## src/rtl/four_12_12_st3_mem_ctrl_pkg.sv

```systemverilog
// Shared constants, FSM state type and RAM-control bundles for the stage-3 memory bank.
package four_12_12_st3_mem_ctrl_pkg;

   localparam int unsigned N_IN       = 12;
   localparam int unsigned N_OUT      = 12;
   localparam int unsigned TAP_W      = N_OUT * 32;
   localparam int unsigned DATA_DEPTH = 512;
   localparam int unsigned FRAMES     = DATA_DEPTH / N_IN;
   // The ring only uses whole frames; the tail of the data RAM (504..511) is never addressed.
   localparam int unsigned RING_WORDS = FRAMES * N_IN;

   typedef enum logic [1:0] {
      StIdle,
      StRead,
      StBias
   } state_e;

   typedef struct packed {
      logic             en;
      logic             wr;
      logic [4:0]       addr;
      logic [TAP_W-1:0] wr_data;
   } tap_int_384_5;

   typedef struct packed {
      logic        en;
      logic        wr;
      logic [3:0]  addr;
      logic [31:0] wr_data;
   } bias_int_32_4;

   typedef struct packed {
      logic        en;
      logic        wr;
      logic [8:0]  addr;
      logic [31:0] wr_data;
   } data_int_32_9;

endpackage

```

## src/rtl/four_12_12_st3_data_ring.sv

```systemverilog
// Frame ring bookkeeping for the data RAM: write pointer, read base, partial-frame count and
// the number of complete frames held.
module four_12_12_st3_data_ring
   import four_12_12_st3_mem_ctrl_pkg::*;
(
   input  logic       clk,
   input  logic       reset,
   input  logic       wr_accept,
   input  logic       pass_done,
   output logic [8:0] wr_ptr,
   output logic [8:0] rd_base,
   output logic [5:0] frames_avail,
   output logic       has_room,
   output logic       has_frame
);

   localparam logic [8:0] PtrLast  = 9'(RING_WORDS - 1);
   localparam logic [8:0] BaseLast = 9'(RING_WORDS - N_IN);
   localparam logic [3:0] WordLast = 4'(N_IN - 1);

   logic [8:0] wr_ptr_q, wr_ptr_d;
   logic [8:0] rd_base_q, rd_base_d;
   logic [3:0] word_cnt_q, word_cnt_d;
   logic [5:0] frames_q, frames_d;
   logic       frame_done;

   assign frame_done = wr_accept && (word_cnt_q == WordLast);

   always_comb begin
      wr_ptr_d   = wr_ptr_q;
      rd_base_d  = rd_base_q;
      word_cnt_d = word_cnt_q;
      frames_d   = frames_q;
      if (wr_accept) begin
         wr_ptr_d   = (wr_ptr_q == PtrLast) ? '0 : wr_ptr_q + 9'd1;
         word_cnt_d = frame_done ? '0 : word_cnt_q + 4'd1;
      end
      if (pass_done) begin
         rd_base_d = (rd_base_q == BaseLast) ? '0 : rd_base_q + 9'(N_IN);
      end
      // A frame landing on the done cycle cancels the consumed one.
      if (frame_done && !pass_done) begin
         frames_d = frames_q + 6'd1;
      end else if (pass_done && !frame_done) begin
         frames_d = frames_q - 6'd1;
      end
   end

   always_ff @(posedge clk) begin
      if (reset) begin
         wr_ptr_q   <= '0;
         rd_base_q  <= '0;
         word_cnt_q <= '0;
         frames_q   <= '0;
      end else begin
         wr_ptr_q   <= wr_ptr_d;
         rd_base_q  <= rd_base_d;
         word_cnt_q <= word_cnt_d;
         frames_q   <= frames_d;
      end
   end

   assign wr_ptr       = wr_ptr_q;
   assign rd_base      = rd_base_q;
   assign frames_avail = frames_q;
   assign has_room     = (frames_q < 6'(FRAMES));
   assign has_frame    = (frames_q != '0);

endmodule

```

## src/rtl/four_12_12_st3_mem_ctrl.sv

```systemverilog
// Stage-3 memory controller: sequences one inference pass over the tap/data/bias RAMs and
// arbitrates their single ports between the pass, the data loader and the config loader.
module four_12_12_st3_mem_ctrl
   import four_12_12_st3_mem_ctrl_pkg::*;
(
   input  logic             clk,
   input  logic             reset,
   input  logic             dl_valid,
   output logic             dl_ready,
   input  logic [31:0]      dl_data,
   input  logic             cl_valid,
   output logic             cl_ready,
   input  logic             cl_sel,
   input  logic [4:0]       cl_addr,
   input  logic [TAP_W-1:0] cl_data,
   input  logic             start,
   output logic             busy,
   output logic             done,
   output logic [5:0]       frames_avail,
   output logic             tap_en,
   output logic             tap_wr,
   output logic [4:0]       tap_addr,
   output logic [TAP_W-1:0] tap_wr_data,
   output logic             bias_en,
   output logic             bias_wr,
   output logic [3:0]       bias_addr,
   output logic [31:0]      bias_wr_data,
   output logic             data_en,
   output logic             data_wr,
   output logic [8:0]       data_addr,
   output logic [31:0]      data_wr_data,
   output logic             mac_valid,
   output logic             mac_first,
   output logic             mac_last,
   output logic             bias_valid,
   output logic [3:0]       bias_idx
);

   localparam logic [3:0] LastIn   = 4'(N_IN - 1);
   localparam logic [3:0] LastOut  = 4'(N_OUT - 1);
   localparam logic [4:0] TapRows  = 5'(N_IN);
   localparam logic [4:0] BiasRows = 5'(N_OUT);

   state_e       state_q, state_d;
   logic [3:0]   cnt_q, cnt_d;
   logic         mac_valid_q, mac_first_q, mac_last_q, bias_valid_q;
   logic [3:0]   bias_idx_q;
   logic         read_issue, bias_issue, done_int, start_ok, dl_acc, cl_acc;
   logic [8:0]   wr_ptr, rd_base;
   logic         has_room, has_frame;
   tap_int_384_5 tap_c;
   bias_int_32_4 bias_c;
   data_int_32_9 data_c;

   four_12_12_st3_data_ring u_ring (
      .clk          (clk),
      .reset        (reset),
      .wr_accept    (dl_acc),
      .pass_done    (done),
      .wr_ptr       (wr_ptr),
      .rd_base      (rd_base),
      .frames_avail (frames_avail),
      .has_room     (has_room),
      .has_frame    (has_frame)
   );

   assign read_issue = (state_q == StRead) && !reset;
   assign bias_issue = (state_q == StBias) && !reset;
   assign done_int   = bias_valid_q && (bias_idx_q == LastOut);
   // done_int keeps start blocked on the last busy cycle even though the FSM is already idle.
   assign start_ok   = start && has_frame && (state_q == StIdle) && !done_int;
   assign dl_ready   = !reset && (state_q != StRead) && has_room;
   assign cl_ready   = !reset && (state_q == StIdle) && !(start && has_frame);
   assign dl_acc     = dl_valid && dl_ready;
   assign cl_acc     = cl_valid && cl_ready;

   always_comb begin
      state_d = state_q;
      cnt_d   = cnt_q;
      unique case (state_q)
         StIdle: if (start_ok) begin
            state_d = StRead;
            cnt_d   = '0;
         end
         StRead: if (cnt_q == LastIn) begin
            state_d = StBias;
            cnt_d   = '0;
         end else begin
            cnt_d = cnt_q + 4'd1;
         end
         StBias: if (cnt_q == LastOut) begin
            state_d = StIdle;
            cnt_d   = '0;
         end else begin
            cnt_d = cnt_q + 4'd1;
         end
         default: state_d = StIdle;
      endcase
   end

   always_ff @(posedge clk) begin
      if (reset) begin
         state_q      <= StIdle;
         cnt_q        <= '0;
         mac_valid_q  <= 1'b0;
         mac_first_q  <= 1'b0;
         mac_last_q   <= 1'b0;
         bias_valid_q <= 1'b0;
         bias_idx_q   <= '0;
      end else begin
         state_q      <= state_d;
         cnt_q        <= cnt_d;
         mac_valid_q  <= read_issue;
         mac_first_q  <= read_issue && (cnt_q == '0);
         mac_last_q   <= read_issue && (cnt_q == LastIn);
         bias_valid_q <= bias_issue;
         bias_idx_q   <= bias_issue ? cnt_q : '0;
      end
   end

   // Loaders are locked out of whichever RAM the pass currently owns, so the ports never collide.
   always_comb begin
      tap_c  = '0;
      bias_c = '0;
      data_c = '0;
      if (read_issue) begin
         data_c.en   = 1'b1;
         data_c.addr = rd_base + 9'(cnt_q);
         tap_c.en    = 1'b1;
         tap_c.addr  = 5'(cnt_q);
      end else if (dl_acc) begin
         data_c.en      = 1'b1;
         data_c.wr      = 1'b1;
         data_c.addr    = wr_ptr;
         data_c.wr_data = dl_data;
      end
      if (bias_issue) begin
         bias_c.en   = 1'b1;
         bias_c.addr = cnt_q;
      end
      if (cl_acc && !cl_sel && (cl_addr < TapRows)) begin
         tap_c.en      = 1'b1;
         tap_c.wr      = 1'b1;
         tap_c.addr    = cl_addr;
         tap_c.wr_data = cl_data;
      end
      if (cl_acc && cl_sel && (cl_addr < BiasRows)) begin
         bias_c.en      = 1'b1;
         bias_c.wr      = 1'b1;
         bias_c.addr    = cl_addr[3:0];
         bias_c.wr_data = cl_data[31:0];
      end
   end

   assign tap_en       = tap_c.en;
   assign tap_wr       = tap_c.wr;
   assign tap_addr     = tap_c.addr;
   assign tap_wr_data  = tap_c.wr_data;
   assign bias_en      = bias_c.en;
   assign bias_wr      = bias_c.wr;
   assign bias_addr    = bias_c.addr;
   assign bias_wr_data = bias_c.wr_data;
   assign data_en      = data_c.en;
   assign data_wr      = data_c.wr;
   assign data_addr    = data_c.addr;
   assign data_wr_data = data_c.wr_data;

   assign mac_valid  = mac_valid_q && !reset;
   assign mac_first  = mac_first_q && !reset;
   assign mac_last   = mac_last_q && !reset;
   assign bias_valid = bias_valid_q && !reset;
   assign bias_idx   = bias_idx_q;
   assign done       = done_int && !reset;
   assign busy       = !reset && ((state_q != StIdle) || done_int);

endmodule

```

## config.mk

```make
export PLATFORM = sky130hd
export DESIGN_NAME = four_12_12_st3_mem_ctrl
export DESIGN_NICKNAME = d
export VERILOG_FILES = /design/src/rtl/four_12_12_st3_mem_ctrl_pkg.sv /design/src/rtl/four_12_12_st3_data_ring.sv /design/src/rtl/four_12_12_st3_mem_ctrl.sv
export SDC_FILE = /design/constraint.sdc
export NUM_CORES = 1
export LEC_CHECK = 0
export ABC_CLOCK_PERIOD_IN_PS = 3300
export CELL_PAD_IN_SITES_DETAIL_PLACEMENT = 0
export CELL_PAD_IN_SITES_GLOBAL_PLACEMENT = 2
export CORE_AREA = 5 5 354 356
export CTS_CLUSTER_DIAMETER = 150
export DETAILED_ROUTE_END_ITERATION = 7
export DIE_AREA = 0 0 359 361
export GPL_ROUTABILITY_DRIVEN = 0
export PLACE_DENSITY = 0.59
export SLEW_MARGIN = 5
export SYNTH_ARGS = -nofsm -noshare
export SYNTH_HDL_FRONTEND = slang
export SYNTH_SLANG_ARGS = --single-unit
```

## constraint.sdc

```tcl
create_clock -name clk -period 3.3 [get_ports clk]
set_input_delay 0.66 -clock clk [delete_from_list [all_inputs] [get_ports clk]]
set_output_delay 0.66 -clock clk [all_outputs]
set_load 0.01 [all_outputs]
```

==> results of run 1 <==
## cell usage after synthesis, types with 4 or more instances
library cell / number
inv_1: 24
buf_2: 6
nand2_1: 35
nand4_1: 8
mux2_2: 5
nor2b_1: 8
nor2_1: 19
ha_1: 17
mux2i_1: 10
and3_1: 7
nand3b_1: 4
and2_1: 454
dfxtp_1: 40
clkbuf_1: 34
buf_4: 12
xnor2_1: 9
xor2_1: 6
clkbuf_2: 8
o21ai_0: 12
nand3_1: 9
a21oi_1: 15
## final cells by class
cell class,instances,area share [%]
tap,1625,10.6
timing repair buffer,1049,59.4
multi-input combinational,679,24.1
antenna,23,0.301
clock inverter,3,0.242
clock buffer,5,0.654
sequential,40,4.22
inverter,25,0.490
## path summary, 6_finish.rpt
kind / slack (ps) / from / depth (start not counted) / endpoint
setup / recovery: 110 / reset / 11 / bias_wr_data[0]
hold / removal: 470 / u_ring.rd_base[8] / 1 / u_ring.rd_base[8]
setup reg to reg: 190 / state_q[1] / 13 / u_ring.frames_avail[5]
hold reg to reg: 470 / u_ring.rd_base[8] / 1 / u_ring.rd_base[8]
## what timing repair did
action                     4_1_cts  5_1_grt
resized for setup              406      145
setup endpoints to repair      470      252
cloned                          13        3
pin swaps                        4        7
buffers inserted                31        4
## report_power, final
part           switching, uW  total, uW  internal, uW
clock                    241        601           361
sequential              2.68        487           484
combinational            426       1150           721
## flip-flops by register name, indices dropped and copies added (netlist names)
| signal | flops |
|---|---|
| bias_idx | 4 |
| bias_valid_q | 1 |
| cnt_q | 4 |
| mac_first_q | 1 |
| mac_last_q | 1 |
| mac_valid_q | 1 |
| state_q | 2 |
| u_ring.frames_avail | 6 |
| u_ring.rd_base | 7 |
| u_ring.word_cnt_q | 4 |
| u_ring.wr_ptr | 9 |
## metrics by stage
| step | cells | utilization [%] | hold WS (ps) |
|---|---|---|---|
| 4_1_cts | 3420 | 15.6 | 473 |
| 5_1_grt | 3426 | 15.7 | 489 |
| 3_3_place_gp | 3368 | 14.9 | 458 |
| 2_1_floorplan | 806 | - | 433 |
| 3_5_place_dp | 3368 | 14.9 | 464 |
| 6_report | 3449 | 15.8 | 470 |
## layer usage
| layer | track usage (%) | vias to the layer above | share of wire [%] |
|---|---|---|---|
| met5 | 0 | - | 0.36 |
| met4 | 0.460 | 52 | 0.46 |
| met3 | 6.37 | 72 | 11 |
| met2 | 26.5 | 570 | 52 |
| met1 | 15.3 | 4672 | 37 |
| li1 | - | 4588 | - |
## cell families after synthesis
logic type,Yosys count,synth area share [%]
simple gates,568,61.7
buf+inv,87,7.09
compound gates,62,7.49
flops,40,14.3
fa+ha+maj,18,4.16
xor+xnor,15,2.35
mux,15,2.80
other cells,1,0.0670
## worst max-delay path, delay by kind of cell
kind,cells,cell delay [ps]
buf+inv,8,1310
simple gates,3,540
==> results.py, run 1 <==
metrics = {
    "global_routing": {
        "grt_usage_pct": 14.1,
        "overflow": 0,
        "grt_start_max_net_pins": 46,
        "grt_pass1_vias": 10200,
        "grt_pass1_wl_um": 120000,
        "antenna_found_initial": 89,
    },
    "cells_and_area": {
        "layout_commonest_cell": "clkdlybuf4s50_1",
        "mostFrequentLayoutCells": "clkdlybuf4s50_1 (474), and2_1 (399), dlygate4sd2_1 (210)",
        "regArea_um2": 807,
        "syn_to_final_growth_pct": 242,
        "drive_above_1_share_pct": 21.6,
        "fin_nets": 2245,
        "nFillCells": 14000,
        "design_area_um2": 19100,
        "multiInputGateArea_um2": 4610,
    },
    "floorplan": {
        "fp.dieArea_um2": 130000,
        "io_pins": 917,
        "core_um2": 121000,
        "row_count": 128,
        "start_util_pct": 4.61,
        "die_h_um": 361,
        "die_w_um": 359,
    },
    "hold_path": {
        "hp-class": "flop to flop",
    },
    "clock_tree": {
        "clock-sinks": 40,
        "cts_buffer_depth": 2,
        "cts.htree.levels": 2,
        "cts_tree": "done",
        "numCtsBuffers": 5,
        "cts-hold-fix-buffers": 0,
        "insertion_delay_ps": 290,
        "clkTransAtPathRegs_ps": 70,
        "cts_root_buf": "clkbuf_16",
    },
    "logic_synthesis": {
        "syn-num-nets": 1251,
        "synth.yosys.seq_area_share_pct": 14.3,
        "yosysUniqueCellTypes": 58,
        "async_reset_ff_share_pct": 0,
        "syn_area_um2": 5590,
        "synth-seq-cells": 40,
        "synth-edff-count": 0,
        "synth_area_per_cell_um2": 6.94,
        "synth_area_leaders": "and2_1 (51%), dfxtp_1 (14%), ha_1 (3.8%)",
        "synth.top_cell.area_share_pct": 50.8,
        "synth_ff_type": "dfxtp_1",
        "yosys_warnings": 0,
        "syn_inst": 806,
        "synth_top_area_cell": "and2_1",
    },
    "timing": {
        "rsz0062_at_grt": "no",
        "period_minus_slack_ps": 3190,
        "maxSlewViolCount": 0,
        "hold_viol_final": 0,
        "setup_slack_ps": 110,
        "setup_viol": 0,
        "clock.fmax_mhz": 314,
        "clock_skew_ps": 5.44,
        "maxSlewHeadroom_pct": 66.1,
        "fin_tns_setup_ps": 0,
        "fin_crit_sh_pct": 96.7,
        "tightest_slew_ps": 507,
    },
    "critical_path": {
        "path_cells": "buf_2 > buf_4 > inv_1 > nand2_2 > buf_4 > nor4b_4 > buf_6 > buf_12 > buf_4 > and2_1 > dlygate4sd2_1",
        "cpMostUsedCell": "buf_4",
        "critPathArrivalTime_ps": 2530,
        "cp_max_fo": 4,
        "cpPeakStageDelay_ps": 300,
        "crit_type": "primary input to output pin",
        "slowest_stage": "nor4b_4",
        "required_ps": 2640,
        "end_kind": "output pin",
        "cp-start-kind": "primary input",
    },
    "drt": {
        "wire_per_inst_um": 28.3,
        "postRouteAntennaNets": 0,
        "firstDrtPassIters": 4,
        "viasPerCell": 2.89,
        "wl_um": 97500,
        "drt_iter0_markers": 371,
        "drc": 0,
        "vias": 9954,
    },
    "outcome": {
        "status": "completed",
    },
    "placed_design": {
        "postPlaceCellArea_um2": 18100,
        "dpl.hpwl_um": 85600,
        "preCtsSetupSlack_ps": -665,
        "io_buffers": 915,
    },
    "power": {
        "p_total_uw": 2240,
        "total_leakage_power_uw": 0.00873,
        "ir_drop_mv": 0.186,
        "cellPowerDensity_nw_per_um2": 117,
    },
    "job": {
        "timing.max_cap.violations": 0,
    },
}
No activity file was read; power rests on OpenSTA's default activity.
==> run 2: changes to the inputs <==
==> constraint.sdc (replaced) <==
create_clock -name clk -period 3.3 [get_ports clk]
set_input_delay 0.33 -clock clk [delete_from_list [all_inputs] [get_ports clk]]
set_output_delay 0.33 -clock clk [all_outputs]
set_load 0.01 [all_outputs]
==> run 2 against run 1 <==
Against the previous run:
- non-clock buffer count down 71
- cell area decreased by 3.9%
- first-iteration DRC count grew 12%
- largest power group unchanged
- sequential power barely moved
- power is 8.5% lower
- die area unchanged
- via count fell by 5.0%
- sequential cell count did not move
- worst setup slack improved by 19 ps
- utilization is 0.62 points lower
==> results.py, run 2 (synthesis gave the netlist of run 1 again) <==
metrics = {
    "clock_tree": {
        "cts_root_buf": "clkbuf_16",
        "clkTransAtPathRegs_ps": 60,
        "clock-sinks": 40,
        "insertion_delay_ps": 290,
        "numCtsBuffers": 5,
        "cts_buffer_depth": 2,
        "cts_tree": "done",
        "cts.htree.levels": 2,
    },
    "drt": {
        "viasPerCell": 2.80,
        "vias": 9452,
        "drc": 0,
        "drt_iter0_markers": 414,
        "postRouteAntennaNets": 0,
        "firstDrtPassIters": 4,
        "wire_per_inst_um": 27.3,
        "wl_um": 92000,
    },
    "global_routing": {
        "grt_start_max_net_pins": 66,
        "overflow": 0,
        "grt_usage_pct": 13.2,
        "grt_pass1_wl_um": 113000,
        "antenna_found_initial": 67,
        "grt_pass1_vias": 9873,
    },
    "critical_path": {
        "cp_top_family": "buffers and inverters",
        "cp_max_fo": 16,
        "reg2reg_setup_slack_ps": 210,
        "required_ps": 2970,
        "slowest_stage": "clkdlybuf4s50_1",
        "cpPeakStageDelay_ps": 570,
        "path_cells": "clkdlybuf4s50_1 > buf_4 > inv_1 > nand2_1 > nor4_4 > buf_6 > bufbuf_16 > buf_4 > and2_1 > clkdlybuf4s50_1",
        "critPathArrivalTime_ps": 2840,
        "crit_type": "primary input to output pin",
        "end_kind": "output pin",
        "cp-start-kind": "primary input",
        "crit_buf_inv": 7,
    },
    "cells_and_area": {
        "mostFrequentLayoutCells": "clkdlybuf4s50_1 (766), and2_1 (453), buf_12 (104)",
        "nFillCells": 14000,
        "layout_commonest_cell": "clkdlybuf4s50_1",
        "regArea_um2": 802,
        "syn_to_final_growth_pct": 229,
        "largest_reg_flops": 9,
        "multiInputGateArea_um2": 4440,
        "fin_nets": 2174,
        "drive_above_1_share_pct": 12.6,
    },
    "floorplan": {
        "core_um2": 121000,
        "fp.dieArea_um2": 130000,
        "io_pins": 917,
        "start_util_pct": 4.61,
        "die_w_um": 359,
        "die_h_um": 361,
        "row_count": 128,
    },
    "timing": {
        "maxSlewHeadroom_pct": 51.5,
        "period_minus_slack_ps": 3170,
        "maxSlewViolCount": 0,
        "fin_crit_sh_pct": 96.1,
        "setup_viol": 0,
        "tightest_slew_ps": 722,
        "hold_viol_final": 0,
        "clock.fmax_mhz": 315,
        "clock_skew_ps": 7.17,
        "fin_tns_setup_ps": 0,
    },
    "placed_design": {
        "io_buffers": 915,
        "dpl.hpwl_um": 83800,
    },
    "job": {
        "timing.max_cap.violations": 0,
    },
    "power": {
        "pwr-share-comb_pct": 52.0,
        "p_total_uw": 2050,
        "p_int_uw": 1460,
        "p_seq_share_pct": 23.8,
        "switching_share_pct": 28.7,
        "cellPowerDensity_nw_per_um2": 111,
        "total_leakage_power_uw": 0.00700,
        "p_sw_uw": 587,
        "ir_drop_mv": 0.151,
        "p_clk_share_pct": 24.1,
    },
    "outcome": {
        "status": "completed",
    },
    "hold_path": {
        "hp-class": "flop to flop",
    },
}
run 2: cell types whose count changed in the layout (fill, tap and decap cells not counted), sizes merged, moves of 4 or more:
| cell | previous run | this run |
|---|---|---|
| dlygate4sd2 | 210 | 1 |
| dlymetal6s2s | 21 | 17 |
| diode | 23 | 17 |
| buf | 261 | 189 |
| clkdlybuf4s15 | 53 | 0 |
| clkdlybuf4s50 | 474 | 766 |
| clkbuf | 31 | 9 |
run 2: stage by stage:
stage	setup WS (ps)	utilization, %	cell area, um2	std cells	hold slack [ps]
after global placement	-153	14.8	17900	3338	453
after detailed placement	-163	14.8	17900	3338	467
after floorplan	22.6	-	5590	806	433
after global routing	-10.5	15.1	18300	3354	487
after CTS	4.36	14.9	18100	3350	477
final	130	15.1	18400	3371	480
run 2: layout make-up:
type	instances	area share, %
Clock inverter	2	0.0681
Tap cell	1625	11.1
Timing Repair Buffer	978	58.9
Antenna cell	17	0.231
Multi-Input combinational cell	679	24.2
Inverter	25	0.511
Sequential cell	40	4.36
Clock buffer	5	0.681
run 2: worst reg2reg max path: cells and delay by family, from the launching register on:
kind	cells	cell delay, ps
adders and majority gates	3	710
DFF	1	350
muxes	1	270
buffers and inverters	3	230
and+or+nand+nor	5	1150
AOI/OAI and AO/OA	1	270
run 2: final timing paths:
kind / startpoint / to / depth (start not counted)
worst min register to register: state_q[1] / state_q[1] / 2
worst max-delay path: reset / tap_wr_data[263] / 10
worst max register to register: state_q[1] / u_ring.frames_avail[5] / 13
worst min-delay path: state_q[1] / state_q[1] / 2
run 2: timing repair:
action	in CTS	in global routing
hold buffers	0	0
setup endpoints to repair	114	261
cloned	1	4
pin swaps	1	1
setup buffers	4	0
resized for setup	6	29
run 2: per-layer routing:
| metal | GRT usage [%] | vias up | share of wire (%) |
|---|---|---|---|
| li1 | - | 4410 | - |
| met1 | 13.5 | 4349 | 35 |
| met2 | 25.6 | 578 | 53 |
| met3 | 6.27 | 85 | 11 |
| met4 | 0.796 | 30 | 0.95 |
| met5 | 0 | - | 0.19 |
run 2: power groups by stage:
stage / Combinational [uW] / Clock, uW / Sequential, uW
3_3_place_gp: 1080 / 0 / 499
6_report: 1060 / 494 / 488
4_1_cts: 1090 / 508 / 488
5_1_grt: 1120 / 533 / 488
3_5_place_dp: 1070 / 0 / 499
2_1_floorplan: 172 / 0 / 498
==> variant, RTL diff (config.mk and constraints of run 2) <==
Reset style: asynchronous (`reset`), changed in 2 clocked blocks.
--- a/src/rtl/four_12_12_st3_data_ring.sv
+++ b/src/rtl/four_12_12_st3_data_ring.sv
@@ -46,7 +46,7 @@
       end
    end
 
-   always_ff @(posedge clk) begin
+   always_ff @(posedge clk or posedge reset) begin
       if (reset) begin
          wr_ptr_q   <= '0;
          rd_base_q  <= '0;
--- a/src/rtl/four_12_12_st3_mem_ctrl.sv
+++ b/src/rtl/four_12_12_st3_mem_ctrl.sv
@@ -98,7 +98,7 @@
       endcase
    end
 
-   always_ff @(posedge clk) begin
+   always_ff @(posedge clk or posedge reset) begin
       if (reset) begin
          state_q      <= StIdle;
          cnt_q        <= '0;
Behaviour: same outputs for any inputs over 4 cycles, from zero or initial values and one cycle with reset high; that may be too few to reach the edited logic, so the function may still have changed.
==> variant against run 2 <==
The run now ends with setup timing left; sequential cell count unchanged; final area is 1.5% higher; core utilization is 0.22 points higher; first-iteration DRC count decreased by 5.8%; maximum frequency fell by 5.5%; setup slack worse by 0.18 ns; clock skew shrank 0.0013 ns; area after synthesis increased by 0.40%; global-route usage is 0.66 points higher; routed wire length up 5.4%; via count increased by 2.1%.
Power is not compared: it rests on default switching activity, and its combinational part moved more than twofold at a synthesized area within 25%.
==> variant: results (changes against run 2) <==
worst_setup_path:
  reg2reg_slack_ns: 0.29  # +0.08 ns
  worst_path_max_delay_cell: "or4_4"
  critical_path.max_fanout: 17  # +1
  worstReg2RegStart: "state_q[1]"
  reg2reg_to: "u_ring.frames_avail[5]"
  critPathMaxStageDelay_ns: 0.55  # -0.02 ns
  worstRegToRegCells: 12  # -1
placed_design:
  post-place-cells: 3308  # -0.90%
  place_ws_ns: 0.0251  # +0.188 ns
  hpwlAfterDp_um: 87700  # +4.6%
routing:
  vias: 9647  # +2.1%
  wl_met3_um: 11600  # +16%
  first_iter_violations: 390  # -5.8%
  route.met2.wl_um: 47300  # -3.1%
  drt-met1-wl_um: 35900  # +12%
worst_hold_path:
  holdPathEnd: "u_ring.word_cnt_q[1]"
  hold_path_startpoint: "u_ring.word_cnt_q[1]"
global_routing:
  grt_pass1_vias: 9810  # -0.64%
  antenna_found_initial: 112  # +67%
  grt_pass1_wl_um: 118000  # +4.7%
  grtUsageTotal: 0.139  # +0.00661
  grt_start_max_net_pins: 51  # -23%
run_status:
  outcome: "finished, violations left"
  violations: "setup timing"
final_layout:
  stdcell_count: 3382  # +0.33%
  final_layout_size_suffix_gt1_frac: 0.174  # +0.0479
  fin_nets: 2158  # -0.74%
timing:
  setup_viol: 11  # +11
  setup_ws_ns: -0.0547  # -0.184 ns
  finalClockSkew_ns: 0.00588  # -0.00129 ns
  worst_slew_pin_slew_ns: 0.619  # -0.103 ns
logic_synthesis:
  avgSynthCellArea_um2: 7.16  # +3.2%
  ys_seq_area_frac: 0.178  # +0.0351
  synth_common_cells: "and2_1, nand2_1, buf_2"
  async_flop_share: 1.00  # +1.00
  synth_nets: 1229  # -1.8%
[variant: cell types whose count changed in the layout (fill, tap and decap cells not counted), moves of 26 or more]
cell             before  now
diode_2              17   44
and2_4                0   42
clkdlybuf4s50_1     766  501
and2_1              453  413
clkbuf_2              0   62
dlymetal6s2s_1       17  170
dlygate4sd2_1         1   69
dfxtp_1              39    0
buf_4                79   53
dfrtp_1               0   40
[variant: cells by family after synthesis]
kind of cell	Yosys count	share of synthesized area
other	1	0.000668
AOI/OAI and AO/OA	75	0.0862
buffers and inverters	77	0.0653
xor gates and xnor gates	12	0.0187
muxes	7	0.0138
DFF	40	0.178
adders and majority gates	18	0.0414
and+or+nand+nor	554	0.596
[variant: stage by stage]
step / utilization / setup TNS [ns] / hold WS [ns]
floorplan: - / 0 / 0.431
global placement: 0.146 / -0.618 / 0.496
detailed placement: 0.146 / 0 / 0.498
CTS: 0.147 / -13.97 / 0.510
global route: 0.153 / -7.08 / 0.549
finish: 0.154 / -0.109 / 0.509
[variant: routing by layer]
layer,vias to the layer above,GRT usage
met5,-,0
met2,583,0.246
met4,72,0.0134
li1,4401,-
met1,4484,0.152
met3,107,0.0746
[variant: repair_timing]
action	in CTS	in global routing
pin swaps	2	21
cloned	1	7
endpoints found under the setup margin	324	245
buffers inserted	3	12
resized for setup	143	368
[variant: how the worst max path moves through the flow]
stage                                 from                      to  slack (ns)  cells after the start
floorplan                       state_q[1]  u_ring.frames_avail[5]        0.61                     13
global placement                cl_addr[3]        tap_wr_data[314]       -0.04                      9
detailed placement              cl_addr[3]        tap_wr_data[314]        0.03                      9
CTS                 u_ring.frames_avail[1]        bias_wr_data[18]       -0.19                      8
global route        u_ring.frames_avail[1]        tap_wr_data[352]       -0.15                      8
finish              u_ring.frames_avail[1]        tap_wr_data[352]       -0.05                      8
[variant: report_power, final]
part	leakage, nW	switching, mW	internal [mW]
clock	0.0660	0.203	0.275
sequential	0.523	0.135	0.616
combinational	9.85	1.23	1.46
[variant: final cells by class]
class / instances / area share
inverter: 16 / 0.00322
multi-input combinational: 667 / 0.235
clock buffer: 5 / 0.00671
sequential: 40 / 0.0537
antenna: 44 / 0.00590
timing repair buffer: 983 / 0.586
tap: 1625 / 0.109
clock inverter: 2 / 0.000671
[variant: worst min-delay path: cells and delay by family (launching register included)]
| family | cells | cell delay (ns) |
|---|---|---|
| flip-flops | 1 | 0.37 |
| AND/OR/NAND/NOR | 2 | 0.12 |
